--- config.mk ---
export PLATFORM = sky130hd
export DESIGN_NAME = div_8x4_seq_flat
export DESIGN_NICKNAME = d
export VERILOG_FILES = /design/src/rtl/div_8x4_seq_if.sv /design/src/rtl/div_8x4_seq.sv /design/src/flat_wrapper.sv
export SDC_FILE = /design/constraint.sdc
export NUM_CORES = 1
export LEC_CHECK = 0
export BUFFER_PORTS_ARGS = -buffer_cell sky130_fd_sc_hd__buf_2
export CORE_MARGIN = 1
export CORE_UTILIZATION = 25
export CTS_CLUSTER_DIAMETER = 80
export CTS_CLUSTER_SIZE = 40
export DETAILED_ROUTE_END_ITERATION = 6
export GPL_ROUTABILITY_DRIVEN = 1
export REMOVE_ABC_BUFFERS = 1
export SLEW_MARGIN = 20
export SYNTH_ARGS = -nofsm -noshare
export SYNTH_HDL_FRONTEND = slang
export SYNTH_SLANG_ARGS = --single-unit
--- constraint.sdc ---
create_clock -name clk -period 2.45 [get_ports clk]
set_clock_uncertainty 0.15 [all_clocks]
set_input_delay 0.735 -clock clk [delete_from_list [all_inputs] [get_ports clk]]
set_output_delay 0.735 -clock clk [all_outputs]
set_load 0.02 [all_outputs]
--- src/rtl/div_8x4_seq_if.sv ---
// Request/result bundle for the 8-by-4 sequential divider.
// The master issues start with operands; the slave returns results and status.
interface div_8x4_seq_if;
  logic       start;
  logic [7:0] dividend;
  logic [3:0] divisor;
  logic [7:0] quotient;
  logic [3:0] remainder;
  logic       busy;
  logic       done;
  logic       div_by_zero;

  modport master (
    output start, dividend, divisor,
    input  quotient, remainder, busy, done, div_by_zero
  );

  modport slave (
    input  start, dividend, divisor,
    output quotient, remainder, busy, done, div_by_zero
  );
endinterface

--- src/rtl/div_8x4_seq.sv ---
// Unsigned 8-bit / 4-bit restoring divider, one quotient bit per cycle, MSB first.
// A zero divisor short-circuits to DONE with quotient all-ones and remainder = dividend[3:0].
module div_8x4_seq (
  input  logic           clk,
  input  logic           rst,
  div_8x4_seq_if.slave   bus
);

  typedef enum logic [1:0] {IDLE, RUN, DONE} state_t;

  state_t     state_q, state_d;
  logic [2:0] cnt_q,   cnt_d;
  logic [3:0] p_q,     p_d;
  logic [7:0] dvd_q,   dvd_d;
  logic [3:0] dvs_q,   dvs_d;
  logic [7:0] qacc_q,  qacc_d;
  logic [7:0] quo_q,   quo_d;
  logic [3:0] rem_q,   rem_d;
  logic       dbz_q,   dbz_d;

  // The stored partial remainder is always below the divisor, so the 5-bit
  // P = {p, next bit} is formed here and only its low nibble is kept.
  logic [4:0] trial;
  logic       ge;
  logic [3:0] diff;

  assign trial = {p_q, dvd_q[7]};
  assign ge    = (trial >= {1'b0, dvs_q});
  assign diff  = trial[3:0] - dvs_q;

  always_ff @(posedge clk or posedge rst) begin
    if (rst) begin
      state_q <= IDLE;
      cnt_q   <= '0;
      p_q     <= '0;
      dvd_q   <= '0;
      dvs_q   <= '0;
      qacc_q  <= '0;
      quo_q   <= '0;
      rem_q   <= '0;
      dbz_q   <= 1'b0;
    end else begin
      state_q <= state_d;
      cnt_q   <= cnt_d;
      p_q     <= p_d;
      dvd_q   <= dvd_d;
      dvs_q   <= dvs_d;
      qacc_q  <= qacc_d;
      quo_q   <= quo_d;
      rem_q   <= rem_d;
      dbz_q   <= dbz_d;
    end
  end

  always_comb begin
    state_d = state_q;
    cnt_d   = cnt_q;
    p_d     = p_q;
    dvd_d   = dvd_q;
    dvs_d   = dvs_q;
    qacc_d  = qacc_q;
    quo_d   = quo_q;
    rem_d   = rem_q;
    dbz_d   = dbz_q;
    unique case (state_q)
      IDLE: begin
        if (bus.start) begin
          dvd_d  = bus.dividend;
          dvs_d  = bus.divisor;
          p_d    = '0;
          cnt_d  = '0;
          qacc_d = '0;
          if (bus.divisor == 4'd0) begin
            state_d = DONE;
            quo_d   = 8'hFF;
            rem_d   = bus.dividend[3:0];
            dbz_d   = 1'b1;
          end else begin
            state_d = RUN;
          end
        end
      end
      RUN: begin
        p_d    = ge ? diff : trial[3:0];
        dvd_d  = {dvd_q[6:0], 1'b0};
        qacc_d = {qacc_q[6:0], ge};
        cnt_d  = cnt_q + 3'd1;
        if (cnt_q == 3'd7) begin
          state_d = DONE;
          quo_d   = {qacc_q[6:0], ge};
          rem_d   = ge ? diff : trial[3:0];
          dbz_d   = 1'b0;
        end
      end
      DONE:    state_d = IDLE;
      default: state_d = IDLE;
    endcase
  end

  assign bus.quotient    = quo_q;
  assign bus.remainder   = rem_q;
  assign bus.div_by_zero = dbz_q;
  assign bus.busy        = (state_q == RUN);
  assign bus.done        = (state_q == DONE);

endmodule

--- src/flat_wrapper.sv ---
// flat-port wrapper written by rule: the top's interface ports become plain ports
module div_8x4_seq_flat 
  (clk, rst, bus_start, bus_dividend, bus_divisor, bus_quotient, bus_remainder, bus_busy, bus_done, bus_div_by_zero);
  div_8x4_seq_if bus_i ();
  input  logic clk;
  input  logic rst;
  input wire logic [$bits(bus_i.start)-1:0] bus_start;
  input wire logic [$bits(bus_i.dividend)-1:0] bus_dividend;
  input wire logic [$bits(bus_i.divisor)-1:0] bus_divisor;
  output wire logic [$bits(bus_i.quotient)-1:0] bus_quotient;
  output wire logic [$bits(bus_i.remainder)-1:0] bus_remainder;
  output wire logic [$bits(bus_i.busy)-1:0] bus_busy;
  output wire logic [$bits(bus_i.done)-1:0] bus_done;
  output wire logic [$bits(bus_i.div_by_zero)-1:0] bus_div_by_zero;
  assign bus_i.start = bus_start;
  assign bus_i.dividend = bus_dividend;
  assign bus_i.divisor = bus_divisor;
  assign bus_quotient = bus_i.quotient;
  assign bus_remainder = bus_i.remainder;
  assign bus_busy = bus_i.busy;
  assign bus_done = bus_i.done;
  assign bus_div_by_zero = bus_i.div_by_zero;
  div_8x4_seq u_core (.clk(clk), .rst(rst), .bus(bus_i));
endmodule
==> results of run 1 <==
-- worst max-delay path, cell delays in order (launching register included) --
cell and delay, ps:
sky130_fd_sc_hd__dfrtp_1 400, sky130_fd_sc_hd__clkinv_1 250, sky130_fd_sc_hd__nand2_2 150, sky130_fd_sc_hd__inv_2 110, sky130_fd_sc_hd__buf_2 180
-- report_power, final --
part | switching [mW] | leakage, nW | internal, mW
logic | 0.994 | 0.523 | 0.695
clock network | 0.256 | 0.0543 | 0.305
registers | 0.180 | 0.501 | 0.992
-- path summary, 6_finish.rpt --
kind | start | to | slack (ps) | cells past startpoint
worst max-delay path | u_core.state_q[1]$_DFFE_PP0P_ | bus_busy | 170 | 4
worst min-delay path | u_core.qacc_q[4]$_DFFE_PP0P_ | u_core.qacc_q[4]$_DFFE_PP0P_ | 340 | 2
worst max register to register | u_core.dvd_q[7]$_DFFE_PP0P_ | u_core.bus.remainder[1]$_DFFE_PP0P_ | 270 | 7
worst min register to register | u_core.qacc_q[4]$_DFFE_PP0P_ | u_core.qacc_q[4]$_DFFE_PP0P_ | 340 | 2
max in group asynchronous | rst | u_core.dvs_q[0]$_DFFE_PP0P_ | 1370 | 3
min in group asynchronous | rst | u_core.dvd_q[4]$_DFFE_PP0P_ | 400 | 3
-- cells in the mapped netlist (all sizes together) --
master,instances
mux2,2
a2111oi,1
or2,1
nand2b,1
o31ai,1
nor2b,1
a41oi,3
a21oi,19
xnor2,1
ha,6
nand2,29
o21ai,20
buf,6
and3b,3
inv,15
nand3,3
fa,1
nor3b,1
or3,1
clkbuf,5
and2,2
dfrtp,41
a22o,4
o21a,1
mux2i,4
or4,2
nor2,3
nor4,1
nor3,1
nand4b,1
o211ai,4
nand3b,1
a31oi,7
nand4,1
clkinv,1
o22ai,1
-- metal layers --
metal / wire length, um / global-route usage, % / up-vias
met2: 1990 / 18.6 / 30
met3: 150 / 2.78 / 4
met5: 0 / 0 / -
met4: 34 / 3.63 / 0
li1: - / - / 756
met1: 2340 / 17.0 / 726
-- area by class of cell --
class                      count  area (sq um)
sequential                    41          1030
timing repair buffer          40           228
fill                         794          5060
clock inverter                 3          46.3
tap                           99           124
inverter                      16          60.1
multi-input combinational    127           830
clock buffer                   5          68.8
-- sequential cells by signal, summed over array words and instances, names as in the netlist --
signal / cells
u_core.state_q: 2
u_core.qacc_q: 7
u_core.bus.div_by_zero: 1
u_core.dvs_q: 4
u_core.p_q: 4
u_core.cnt_q: 3
u_core.bus.quotient: 8
u_core.dvd_q: 8
u_core.bus.remainder: 4
-- through the flow --
stage / hold slack (ps) / power (mW) / utilization [%] / setup TNS, ps / worst slack (ps)
after detailed placement: 320 / 2.88 / 30.4 / 0 / 135
after global routing: 369 / 3.74 / 32.0 / 0 / 43.5
after CTS: 340 / 3.47 / 32.0 / 0 / 149
after floorplan: 299 / 2.35 / - / -13.6 / -13.6
final: 336 / 3.42 / 32.0 / 0 / 166
after global placement: 313 / 2.85 / 30.4 / 0 / 134
-- logic make-up after synthesis --
family	synth area share [%]
AOI/OAI and AO/OA	20.0
adders and majority gates	4.83
and+or+nand+nor	13.7
muxes	3.18
buffers and inverters	5.66
xor gates and xnor gates	0.445
DFF	52.2
==> results.sh, run 1 <==
export IMPL_outcome="complete, no violations"
export IMPL_starting_density_pct=26.4
export IMPL_cts_tree="yes"
export IMPL_worst_path_max_fanout=9
export IMPL_mostFrequentLayoutCells="sky130_fd_sc_hd__dfrtp_1, sky130_fd_sc_hd__buf_2, sky130_fd_sc_hd__nand2_1"
export IMPL_die_area_sq_um=8230
export IMPL_wire_length_of_the_first_global_routing_pass_um=7880
export IMPL_yosys_warnings=0
export IMPL_ys_top_cells_by_area="sky130_fd_sc_hd__dfrtp_1, sky130_fd_sc_hd__nand2_1, sky130_fd_sc_hd__a21oi_1"
export IMPL_syn_inst=195
export IMPL_clk_root_buffer_cell="sky130_fd_sc_hd__clkbuf_8"
export IMPL_crit_type="flip-flop to output pin"
export IMPL_synth_seq_area_share_pct=52.2
export IMPL_numClockSinks=41
export IMPL_power_density_cell_area_nw_per_um2=1440
export IMPL_cts_root_to_sink_buffers=2
export IMPL_worst_setup_path_end_kind="output pin"
export IMPL_finalNetCount=253
export IMPL_ctsHoldBuffers=0
export IMPL_post_cts_buffers=0
export IMPL_post_dp_cell_area_sq_um=2270
export IMPL_die_w_um=90.7
export IMPL_fin_cells=331
export IMPL_fp_coreArea_sq_um=7450
export IMPL_via_count_of_the_first_global_routing_pass=1589
export IMPL_synth_top_cell_by_area="sky130_fd_sc_hd__dfrtp_1"
export IMPL_drt_wirelength_per_cell_um=13.6
export IMPL_insertion_delay_ps=300
export IMPL_tightestPinTransition_ps=537
export IMPL_cts_inserted_buffers=5
export IMPL_finalInstanceArea_sq_um=2380
export IMPL_synth_seq_cells=41
export IMPL_cts_max_level=2
export IMPL_hp_class="flip-flop to flip-flop"
export IMPL_layout_area_overhead_vs_synth_pct=21.1
export IMPL_maxClockFrequency_ghz=0.438
export IMPL_drive_above_1_share_pct=25.0
export IMPL_remaining_drc_errors=0
export IMPL_numPortBuffers=29
export IMPL_part_of_the_cycle_the_worst_path_needs_pct=93.2
export IMPL_route_detailed_vias_per_inst=4.58
export IMPL_fin_crit_ps=2280
export IMPL_drt_iter0_drc=64
export IMPL_leakagePower_nw=1.08
export IMPL_postRouteAntennaNets=0
export IMPL_final_max_slew_viols=0
export IMPL_netlist_area_sq_um=1970
export IMPL_num_rows=31
export IMPL_floorplan_die_height_um=90.7
export IMPL_post_synth_cell_area_avg_sq_um=10.1
export IMPL_timing_max_slew_rel_slack_pct=64.2
export IMPL_cp_data_required_time_ps=1560
export IMPL_final_count_of_hold_timing_violations=0
export IMPL_cap_viol_max_count=0
export IMPL_detail_route_first_pass_iterations=4
export IMPL_startpoint_type_of_the_worst_setup_path="flip-flop"
export IMPL_cts_repair_resized=0
export IMPL_vdd_ir_drop_max_mv=0.429
export IMPL_grt_setup_unrepaired="false"
export IMPL_antenna_found_initial=0
export IMPL_overflow=0
export IMPL_layout_commonest_cell="sky130_fd_sc_hd__dfrtp_1"
export IMPL_worst_setup_hold_path_clk_slew_ps=90
export IMPL_detail_route_wirelength_um=4520
export IMPL_synth_top_cell_area_share_pct=52.2
export IMPL_grt_max_degree=42
export IMPL_num_vias=1516
export IMPL_timing_final_setup_violations=0
export IMPL_synth_lib_cells_used_distinct=41
export IMPL_placedCellCount=323
export IMPL_gp_congestion=0.772
export IMPL_grt_total_usage_pct=12.2
export IMPL_dp_final_hpwl_um=3230
export IMPL_io_pin_count=30
export IMPL_num_antenna_cells=0
export IMPL_cp_data_arrival_time_ps=1400
Note: power is estimated with default switching activity, not from simulation.
==> run 2, diff against run 1 <==
--- a/config.mk
+++ b/config.mk
@@ -5,12 +5,12 @@
 export SDC_FILE = /design/constraint.sdc
 export NUM_CORES = 1
 export LEC_CHECK = 0
-export BUFFER_PORTS_ARGS = -buffer_cell sky130_fd_sc_hd__buf_2
 export CORE_MARGIN = 1
 export CORE_UTILIZATION = 25
 export CTS_CLUSTER_DIAMETER = 80
 export CTS_CLUSTER_SIZE = 40
 export DETAILED_ROUTE_END_ITERATION = 6
+export DONT_BUFFER_PORTS = 1
 export GPL_ROUTABILITY_DRIVEN = 1
 export REMOVE_ABC_BUFFERS = 1
 export SLEW_MARGIN = 20
==> run 2 against run 1 <==
  * Sequential power is 15% higher
  * Sequential share of layout area is 2.5 points higher
  * First-iteration DRC count is 100% higher
  * Via count is 5.7% lower
  * Register-to-register slack better by 30 ps
  * Fmax is 4.4% higher
  * Clock power is 18% higher
  * Combinational power is 18% lower
  * Worst hold slack worse by 37 ps
  * Count of clock-buffer cells in the layout stayed put
  * Critical path depth is 2 lower
==> results.sh, run 2 (synthesis gave the netlist of run 1 again) <==
export IMPL_numPortBuffers=0
export IMPL_worstSetupPathDepth=2
export IMPL_critPathTopFamily="simple AND/OR/NAND/NOR gates"
export IMPL_tightestPinTransition_ps=528
export IMPL_fin_crit_ps=2190
export IMPL_mostFrequentLayoutCells="sky130_fd_sc_hd__dfrtp_1, sky130_fd_sc_hd__nand2_1, sky130_fd_sc_hd__a21oi_1"
export IMPL_worst_setup_path_end_kind="output pin"
export IMPL_cts_repair_resized=0
export IMPL_p_sw_mw=1.39
export IMPL_cts_tree="yes"
export IMPL_via_count_of_the_first_global_routing_pass=1483
export IMPL_summed_negative_setup_slack_over_all_endpoints_ps=0
export IMPL_final_count_of_hold_timing_violations=0
export IMPL_fp_coreArea_sq_um=7450
export IMPL_part_of_the_cycle_the_worst_path_needs_pct=89.3
export IMPL_num_antenna_cells=0
export IMPL_dp_slack_ps=260
export IMPL_dp_final_hpwl_um=3110
export IMPL_gp_congestion=0.745
export IMPL_timing_max_slew_rel_slack_pct=64.8
export IMPL_swShare_pct=41.1
export IMPL_grt_setup_unrepaired="false"
export IMPL_detail_route_wirelength_um=4350
export IMPL_floorplan_die_height_um=90.7
export IMPL_die_area_sq_um=8230
export IMPL_detail_route_first_pass_iterations=4
export IMPL_drt_wirelength_per_cell_um=14.5
export IMPL_critPathBufInv=1
export IMPL_seqPwrFrac_pct=39.7
export IMPL_ctsHoldBuffers=0
export IMPL_route_detailed_vias_per_inst=4.75
export IMPL_numClockSinks=41
export IMPL_remaining_drc_errors=0
export IMPL_timing_final_setup_violations=0
export IMPL_worstPathCellList="clkinv_1 > nor2_1"
export IMPL_crit_type="flip-flop to output pin"
export IMPL_worst_r2r_cell_count=7
export IMPL_cpPeakStageDelay_ps=420
export IMPL_vdd_ir_drop_max_mv=0.491
export IMPL_library_cell_contributing_the_largest_single_delay_on_the_critical_path="sky130_fd_sc_hd__nor2_1"
export IMPL_grt_total_usage_pct=11.9
export IMPL_cts_root_to_sink_buffers=2
export IMPL_power_density_cell_area_nw_per_um2=1510
export IMPL_cts_max_level=2
export IMPL_drt_iter0_drc=130
export IMPL_insertion_delay_ps=300
export IMPL_io_pin_count=30
export IMPL_hp_class="input port to asynchronous set/reset pin"
export IMPL_finalNetCount=223
export IMPL_worst_path_max_fanout=7
export IMPL_cts_inserted_buffers=5
export IMPL_maxClockFrequency_ghz=0.457
export IMPL_overflow=0
export IMPL_wire_length_of_the_first_global_routing_pass_um=7730
export IMPL_setup_ws_ps=261
export IMPL_cp_data_required_time_ps=1560
export IMPL_drive_above_1_share_pct=13.9
export IMPL_outcome="complete, no violations"
export IMPL_power_share_clock_pct=19.6
export IMPL_num_vias=1429
export IMPL_layout_filler_cells=797
export IMPL_layout_commonest_cell="sky130_fd_sc_hd__dfrtp_1"
export IMPL_postRouteAntennaNets=0
export IMPL_combinationalPowerShare_pct=40.7
export IMPL_layout_area_overhead_vs_synth_pct=14.5
export IMPL_startpoint_type_of_the_worst_setup_path="flip-flop"
export IMPL_num_rows=31
export IMPL_cp_data_arrival_time_ps=1300
export IMPL_grt_max_degree=42
export IMPL_die_w_um=90.7
export IMPL_post_cts_buffers=0
export IMPL_cap_viol_max_count=0
export IMPL_leakagePower_nw=0.976
export IMPL_antenna_found_initial=0
export IMPL_fin_util_pct=30.2
export IMPL_worst_setup_hold_path_clk_slew_ps=90
export IMPL_clk_root_buffer_cell="sky130_fd_sc_hd__clkbuf_8"
export IMPL_starting_density_pct=26.4
export IMPL_final_max_slew_viols=0
export IMPL_internal_power_mw=2.00
[run 2: cell count changes in the layout (fill, tap and decap cells not counted)]
cell / previous run / this run
sky130_fd_sc_hd__bufinv_16: 1 / 2
sky130_fd_sc_hd__clkinv_4: 1 / 0
sky130_fd_sc_hd__buf_4: 11 / 10
sky130_fd_sc_hd__buf_2: 29 / 0
sky130_fd_sc_hd__inv_6: 0 / 1
sky130_fd_sc_hd__clkinvlp_4: 1 / 0
[run 2: per-layer routing]
metal	global-route usage, %	vias up	part of all wire (%)	routed length, um
met5	0	-	0	0
met4	2.82	0	0.87	38
met3	5.30	5	9.3	404
met2	17.2	39	42	1820
met1	16.2	687	48	2090
li1	-	698	-	-
[run 2: path summary, 6_finish.rpt]
check                                                    from                             endpoint  slack (ps)
max in group asynchronous                                 rst            u_core.p_q[0]$_DFFE_PP0P_        1490
worst min register to register    u_core.dvd_q[1]$_DFFE_PP0P_          u_core.dvd_q[1]$_DFFE_PP0P_         340
worst min-delay path                                      rst          u_core.dvs_q[1]$_DFFE_PP0P_         300
worst max-delay path            u_core.state_q[1]$_DFFE_PP0P_                             bus_done         260
min in group clk                  u_core.dvd_q[1]$_DFFE_PP0P_          u_core.dvd_q[1]$_DFFE_PP0P_         340
worst max register to register    u_core.dvd_q[7]$_DFFE_PP0P_  u_core.bus.remainder[2]$_DFFE_PP0P_         300
[run 2: power groups by stage]
stage,clock (mW),sequential [mW],combinational [mW]
after floorplan,0,1.29,1.07
after global placement,0,1.36,1.36
after detailed placement,0,1.37,1.39
after CTS,0.678,1.36,1.40
after global routing,0.697,1.40,1.61
final,0.663,1.35,1.38
[run 2: worst reg2reg max path, stage by stage, from the launching register on]
cell and delay, ps:
sky130_fd_sc_hd__dfrtp_1 410, sky130_fd_sc_hd__inv_1 70, sky130_fd_sc_hd__ha_1 230, sky130_fd_sc_hd__inv_1 70, sky130_fd_sc_hd__fa_1 390, sky130_fd_sc_hd__xnor2_1 130, sky130_fd_sc_hd__or4_1 450, sky130_fd_sc_hd__a41oi_2 170
[run 2: cell type report]
class | instances | area (sq um) | area share (%)
tap | 99 | 124 | 5.50
timing repair buffer | 10 | 75.1 | 3.33
multi-input combinational | 127 | 830 | 36.8
clock buffer | 5 | 68.8 | 3.06
inverter | 16 | 60.1 | 2.67
clock inverter | 3 | 68.8 | 3.06
sequential | 41 | 1030 | 45.6
[run 2: stage by stage]
| step | total power, mW | area, sq um | hold slack, ps | std cells |
|---|---|---|---|---|
| after floorplan | 2.35 | 1920 | 299 | 184 |
| after global placement | 2.73 | 2110 | 313 | 293 |
| after detailed placement | 2.76 | 2110 | 321 | 293 |
| after CTS | 3.43 | 2250 | 317 | 301 |
| after global routing | 3.71 | 2250 | 357 | 301 |
| final | 3.39 | 2250 | 299 | 301 |
